$ cat src/rtl/var_slice_sweeper.sv
// Holds each accepted word on A and sweeps offset B from 0 to OFF_LAST in steps of OFF_STEP.
// Latency: first (A,B) beat one cycle after accept; one beat per cycle while OUT_READY is high.
// Backpressure: A/B hold while OUT_READY=0; the next word is accepted in the same cycle as the last beat.
module var_slice_sweeper #(
  parameter int WORD_W   = 32,
  parameter int OFF_W    = 4,
  parameter int OFF_STEP = 1,
  parameter int OFF_LAST = 15,
  parameter int CNT_W    = 16
) (
  input  logic              CLK,
  input  logic              RST,
  input  logic [WORD_W-1:0] IN_DATA,
  input  logic              IN_VALID,
  output logic              IN_READY,
  output logic [WORD_W-1:0] A,
  output logic [OFF_W-1:0]  B,
  output logic              OUT_VALID,
  input  logic              OUT_READY,
  output logic              OUT_LAST,
  output logic              BUSY,
  output logic [CNT_W-1:0]  WORD_CNT
);

  typedef enum logic {IDLE, SWEEP} state_t;

  // One extra bit so the next offset is compared without wrapping.
  localparam logic [OFF_W:0] STEP_EXT = (OFF_W+1)'(OFF_STEP);
  localparam logic [OFF_W:0] LAST_EXT = (OFF_W+1)'(OFF_LAST);

  state_t         state;
  logic [OFF_W:0] b_next;
  logic           last_beat;

  // Next offset and last-beat detection; stepping past OFF_LAST marks the final beat.
  always_comb begin
    b_next    = {1'b0, B} + STEP_EXT;
    last_beat = OUT_VALID & (b_next > LAST_EXT);
  end

  assign OUT_LAST = last_beat;
  assign IN_READY = (state == IDLE) | (last_beat & OUT_READY);
  assign BUSY     = (state == SWEEP);

  // Sweep controller: load word, step offset on each taken beat, chain or retire at the end.
  always_ff @(posedge CLK) begin
    if (RST) begin
      state     <= IDLE;
      A         <= '0;
      B         <= '0;
      OUT_VALID <= 1'b0;
      WORD_CNT  <= '0;
    end else begin
      case (state)
        IDLE: begin
          if (IN_VALID) begin
            A         <= IN_DATA;
            B         <= '0;
            OUT_VALID <= 1'b1;
            state     <= SWEEP;
          end
        end
        SWEEP: begin
          if (OUT_READY) begin
            if (last_beat) begin
              WORD_CNT <= WORD_CNT + CNT_W'(1);
              if (IN_VALID) begin
                A <= IN_DATA;
                B <= '0;
              end else begin
                OUT_VALID <= 1'b0;
                state     <= IDLE;
              end
            end else begin
              B <= b_next[OFF_W-1:0];
            end
          end
        end
        default: begin
          state     <= IDLE;
          OUT_VALID <= 1'b0;
        end
      endcase
    end
  end

endmodule
$ cat config.mk
export PLATFORM = sky130hd
export DESIGN_NAME = var_slice_sweeper
export DESIGN_NICKNAME = d
export VERILOG_FILES = /design/src/rtl/var_slice_sweeper.sv
export SDC_FILE = /design/constraint.sdc
export NUM_CORES = 1
export LEC_CHECK = 0
export ABC_AREA = 0
export BUFFER_PORTS_ARGS = -buffer_cell sky130_fd_sc_hd__buf_4
export CORE_ASPECT_RATIO = 1.25
export CORE_MARGIN = 1.5
export CORE_UTILIZATION = 28
export CTS_CLUSTER_SIZE = 16
export DETAILED_ROUTE_END_ITERATION = 7
export SYNTH_ARGS = -nofsm -noshare
export SYNTH_HDL_FRONTEND = slang
export SYNTH_SLANG_ARGS = --single-unit
$ cat constraint.sdc
create_clock -name CLK -period 3.15 [get_ports CLK]
set_input_delay 0.63 -clock CLK [delete_from_list [all_inputs] [get_ports CLK]]
set_output_delay 0.63 -clock CLK [all_outputs]
set_load 0.05 [all_outputs]
# Yosys cells after proc, flatten, opt, wreduce, memory -nomap -nowiden
# Cells that the tools add are included.
op_classes:
  addsub: 2
  multipliers: 0
  n_div: 0
  n_lt_le_gt_ge: 1
  n_eq_ne: 4
  shift: 0
  n_mux: 17
  bitwise_logic: 4
  n_reduce_logical: 3
op_table:
  columns: ["operator", "n"]
  rows:
  - ["32-bit 2-to-1 mux", 3]
  - ["32-bit case mux with 2 select lines", 1]
  - ["16-bit by 1-bit adder with 16-bit output, second input constant", 1]
  - ["4-bit 2-to-1 mux", 3]
  - ["4-bit case mux with 2 select lines", 1]
  - ["1-bit 2-to-1 mux", 7]
  - ["2-bit inequality test, second input constant", 3]
  - ["4-bit by 1-bit adder with 5-bit output, second input constant", 1]
  - ["5-bit by 4-bit greater-than comparator with 1-bit output, second input constant", 1]
  - ["1-bit case mux with 2 select lines", 2]
  - ["4-bit AND reduction", 1]
  - ["3-bit AND reduction", 1]
  - ["1-bit AND", 2]
  - ["2-bit by 1-bit inequality test with 1-bit output, second input constant", 1]
  - ["2-bit AND reduction", 1]
  - ["1-bit inverter", 1]
  - ["1-bit OR", 1]
word_totals:
  register_bits: 54
  latchBits: 0
  mem_bits_rw: 0
  mem_bits_ro: 0
  output_inout_bits: 56
  word_cells: 36
  memories: 0

# Logic depth before layout (Yosys ltp)
logic_depth:
  word_depth: 6
  ltp_mapped: 8

# Worst setup path before layout
# OpenSTA, ideal clock, no wires.
synth_path:
  kind: "flip-flop to output port"
  start: "reg B[0]"
  end: "out OUT_LAST"
  arrival_time_ns: 2.591
  required_ns: 2.520
  slack_ns: -0.071
  path_stages_with_launch: 7
  path_buffers: 1
  path_cell_list: "dfxtp_1 > inv_1 > ha_1 > or3_1 > o21a_1 > clkbuf_1 > nor2_1"
synth_via:
  elab_chain_cells: 3
synth_lines:
  columns: ["item", "line_no", "text"]
  rows:
  - ["start: declaration", "17", "output logic [OFF_W-1:0] B,"]
  - ["start signal: assignment", "75", "B <= b_next[OFF_W-1:0];"]
  - ["4-bit by 1-bit adder with 5-bit output", "37", "b_next = {1'b0, B} + STEP_EXT;"]
  - ["5-bit by 4-bit greater-than comparator with 1-bit output", "38", "last_beat = OUT_VALID & (b_next > LAST_EXT);"]
  - ["1-bit AND", "38", null]
  - ["end: declaration", "20", "output logic OUT_LAST,"]
# Every way passes these cells.

# Worst setup path after layout
layout_path:
  start: "reg B[0]"
  end: "out IN_READY"
layout_via:
  elab_chain_cells: 5
layout_lines:
  columns: ["item", "line_no", "text"]
  rows:
  - ["4-bit by 1-bit adder with 5-bit output", "37", null]
  - ["5-bit by 4-bit greater-than comparator with 1-bit output", "38", null]
  - ["1-bit AND", "38", null]
  - ["1-bit AND", "42", "assign IN_READY = (state == IDLE) | (last_beat & OUT_READY);"]
  - ["1-bit OR", "42", null]
  - ["end: declaration", "15", "output logic IN_READY,"]
# Every way passes these cells.

==> flow_metrics.tcl <==
set metrics [dict create \
    hold_path.class "reg2reg" \
    synthMuxAreaShare_pct 2.27 \
    netlist_area_um2 2480 \
    cts_tree "built" \
    gr-total-overflow 0 \
    grt_max_degree 61 \
    grt_antenna_before_repair 0 \
    async_reset_ff_share_pct 0 \
    vias 2540 \
    synthDistinctLibCells 36 \
    htree_levels 2 \
    synthAdderAreaFrac_pct 1.51 \
    fmax_mhz 337 \
    dr.pass1.iters 5 \
    fillCellCount 936 \
    dr.first_iter.drc_count 148 \
    crit_required_ns 2.52 \
    status "completed" \
    numCtsBuffers 5 \
    chipWidth_um 87.2 \
    synthXorXnorAreaFrac_pct 0.353 \
    std_cell_rows 38 \
    p_per_area_nw_per_um2 431 \
    slew_headroom_pct 57.6 \
    syn-num-nets 335 \
    cpMaxStageDelayCell "dfxtp_1" \
    synth_compound_area_share_pct 31.7 \
    dp_hpwl_um 4810 \
    criticalPathCategory "reg2out" \
    ys_ff_latch 54 \
    crit_path_end_kind "primary output" \
    place_area_um2 3250 \
    ys_warn_count 0 \
    yosys_most_used_dff "dfxtp_1" \
    grtUsageTotal_pct 15.0 \
    fin_hold_ws_ns 0.489 \
    pin_count 92 \
    timing.final.crit_share_pct 94.1 \
    netlist.area_leader.share_pct 43.6 \
    initial_utilization_pct 28.7 \
    synth_area_leader_cell "dfxtp_1" \
    place_inst 485 \
    clock_skew_ns 0.00864 \
    postCtsSetupRepairBufs 0 \
    vias_per_cell 5.16 \
    worstPathMaxFanout 8 \
    postLayoutCellArea_um2 3370 \
    ys_seq_area_share_pct 43.6 \
    gp_congestion 0.771 \
    postSynthAreaPerCell_um2 8.38 \
    peakVddDrop_mv 0.226 \
    yosys.area_share.simple_pct 15.1 \
    grt_pass1_wl_um 11300 \
    dieArea_um2 9440 \
    start_kind "flip-flop" \
    routedWlPerCell_um 14.5 \
    totalWireLength_um 7150 \
    drive_above_1_share_pct 29.6 \
    placeableCoreArea_um2 8650 \
    clockBufferDepth 2 \
    rsz0062_at_grt "no" \
    synth_edf_count 0 \
    clock_latency_ns 0.31 \
    ant_nets 0 \
    drc 0 \
    clock-sinks 54 \
    finalHoldViolCount 0 \
    grt_pass1_vias 2312 \
    nNetsFinal 411 \
    cts.clk_slew.worst_paths_ns 0.10 \
    postCtsHoldBufs 0 \
    die_y_um 108 \
    setup_violations 0 \
    p_total_w 0.00145 \
    diodes 0 \
    slowest_delay_ns 0.46 \
    port_buffers 91 \
    worstPathArrival_ns 2.33 \
    synth_top_family_by_area "compound AO/OA/AOI/OAI gates" \
    tns_ns 0 \
    leakage_nw 1.26 \
    netlist_instances 296 \
    drv_slew 0 \
    root_buffer "clkbuf_8" \
    period_needed_ns 2.96 \
    post_layout_nonfiller_instances 492 \
    syn_to_final_growth_pct 35.7 \
    cp_cell_sequence "inv_1 -> ha_1 -> or3_1 -> o21ai_1 -> nand4_1 -> nand2_1 -> buf_4" \
    tightest_slew_ns 0.637 \
    synth.top_cells.by_area "dfxtp_1, o211ai_1, a21oi_1" \
    drv_cap 0 \
    cts_resized 0 \
]
-- metal layers --
layer  global-route usage (%)  share of wire [%]  vias to the layer above
met5                        0                  0                        -
met4                     5.56                1.5                        0
met3                     3.28                6.0                        8
met2                     24.5                 49                       82
met1                     19.3                 43                     1186
li1                         -                  -                     1264
-- kinds of logic after synthesis --
logic type                 count (synthesis)
AOI/OAI and AO/OA                        132
xor gates and xnor gates                   1
adders and majority gates                  3
buffers and inverters                     34
DFF                                       54
muxes                                      5
and+or+nand+nor                           67
-- cells in the final DEF (no fill, tap or decap), types with 2 or more instances in the layout --
cell type,count
a21oi_1,44
and4_1,2
buf_4,96
clkbuf_8,6
dfxtp_1,54
ha_1,3
inv_1,7
mux2_1,4
nand2_1,10
nand2b_1,4
nand3_1,10
nand4_1,6
nor2_1,9
nor2b_1,4
nor3_1,3
nor4_1,2
o211ai_1,32
o21ai_0,37
o21ai_1,2
o31ai_1,7
o32ai_1,3
or3_1,5
or4_1,6
-- layout make-up --
cell class | count | area [um2] | area share [%]
multi-input cells | 208 | 1280 | 37.9
flip-flops and latches | 54 | 1080 | 32.1
repair buffers | 96 | 721 | 21.4
well taps | 120 | 150 | 4.46
clock buffers | 6 | 82.6 | 2.45
clock inverters | 1 | 30.0 | 0.892
inverters | 7 | 26.3 | 0.780
-- flip-flops by register name (all words and copies together), names as in the netlist --
register and count:
WORD_CNT 16, BUSY 1, B 4, A 32, OUT_VALID 1
-- worst paths after layout --
path                                                start                        end  slack [ns]  depth (start not counted)
worst max register to register          B[0]$_SDFFE_PP0N_          B[1]$_SDFFE_PP0N_        0.63                          7
worst min-delay path            WORD_CNT[15]$_SDFFE_PP0P_  WORD_CNT[15]$_SDFFE_PP0P_        0.49                          2
worst min register to register  WORD_CNT[15]$_SDFFE_PP0P_  WORD_CNT[15]$_SDFFE_PP0P_        0.49                          2
worst max-delay path                    B[0]$_SDFFE_PP0N_                   IN_READY        0.19                          7
-- synth_stat cells (2+ instances only) --
| master | number |
|---|---|
| o21ai_1 | 3 |
| nor3_1 | 4 |
| nand2_1 | 10 |
| o32ai_1 | 3 |
| nor2_1 | 10 |
| nand3_1 | 10 |
| dfxtp_1 | 54 |
| a21oi_1 | 44 |
| o21ai_0 | 37 |
| nor4_1 | 2 |
| o211ai_1 | 32 |
| o31ai_1 | 7 |
| inv_1 | 7 |
| nand4_1 | 6 |
| nor2b_1 | 4 |
| and4_1 | 2 |
| or4_1 | 6 |
| mux2_1 | 4 |
| ha_1 | 3 |
| or3_1 | 5 |
| clkbuf_1 | 25 |
| nand2b_1 | 4 |
-- where the power goes --
part | internal, W | switching, W | total [W]
clock network | 0.000255 | 0.000220 | 0.000475
registers | 0.000708 | 0.0000200 | 0.000728
logic | 0.0000868 | 0.000161 | 0.000248
total | 0.00105 | 0.000402 | 0.00145
-- per-stage QoR --
| step | utilization [%] | setup slack (ns) |
|---|---|---|
| after global routing | 38.9 | 0.0201 |
| after global placement | 37.6 | 0.575 |
| final | 38.9 | 0.186 |
| after CTS | 38.9 | 0.186 |
| after detailed placement | 37.6 | 0.530 |
| after floorplan | - | 0.155 |
-- worst max-delay path, delay by kind of cell (launching register included) --
| kind | cells | cell delay, ns |
|---|---|---|
| AO/OA/AOI/OAI | 1 | 0.38 |
| adder cells (fa/ha/maj) | 1 | 0.32 |
| buffers and inverters | 2 | 0.26 |
| flip-flops | 1 | 0.46 |
| AND/OR/NAND/NOR | 3 | 0.61 |
Note: power is estimated with default switching activity, not from simulation.
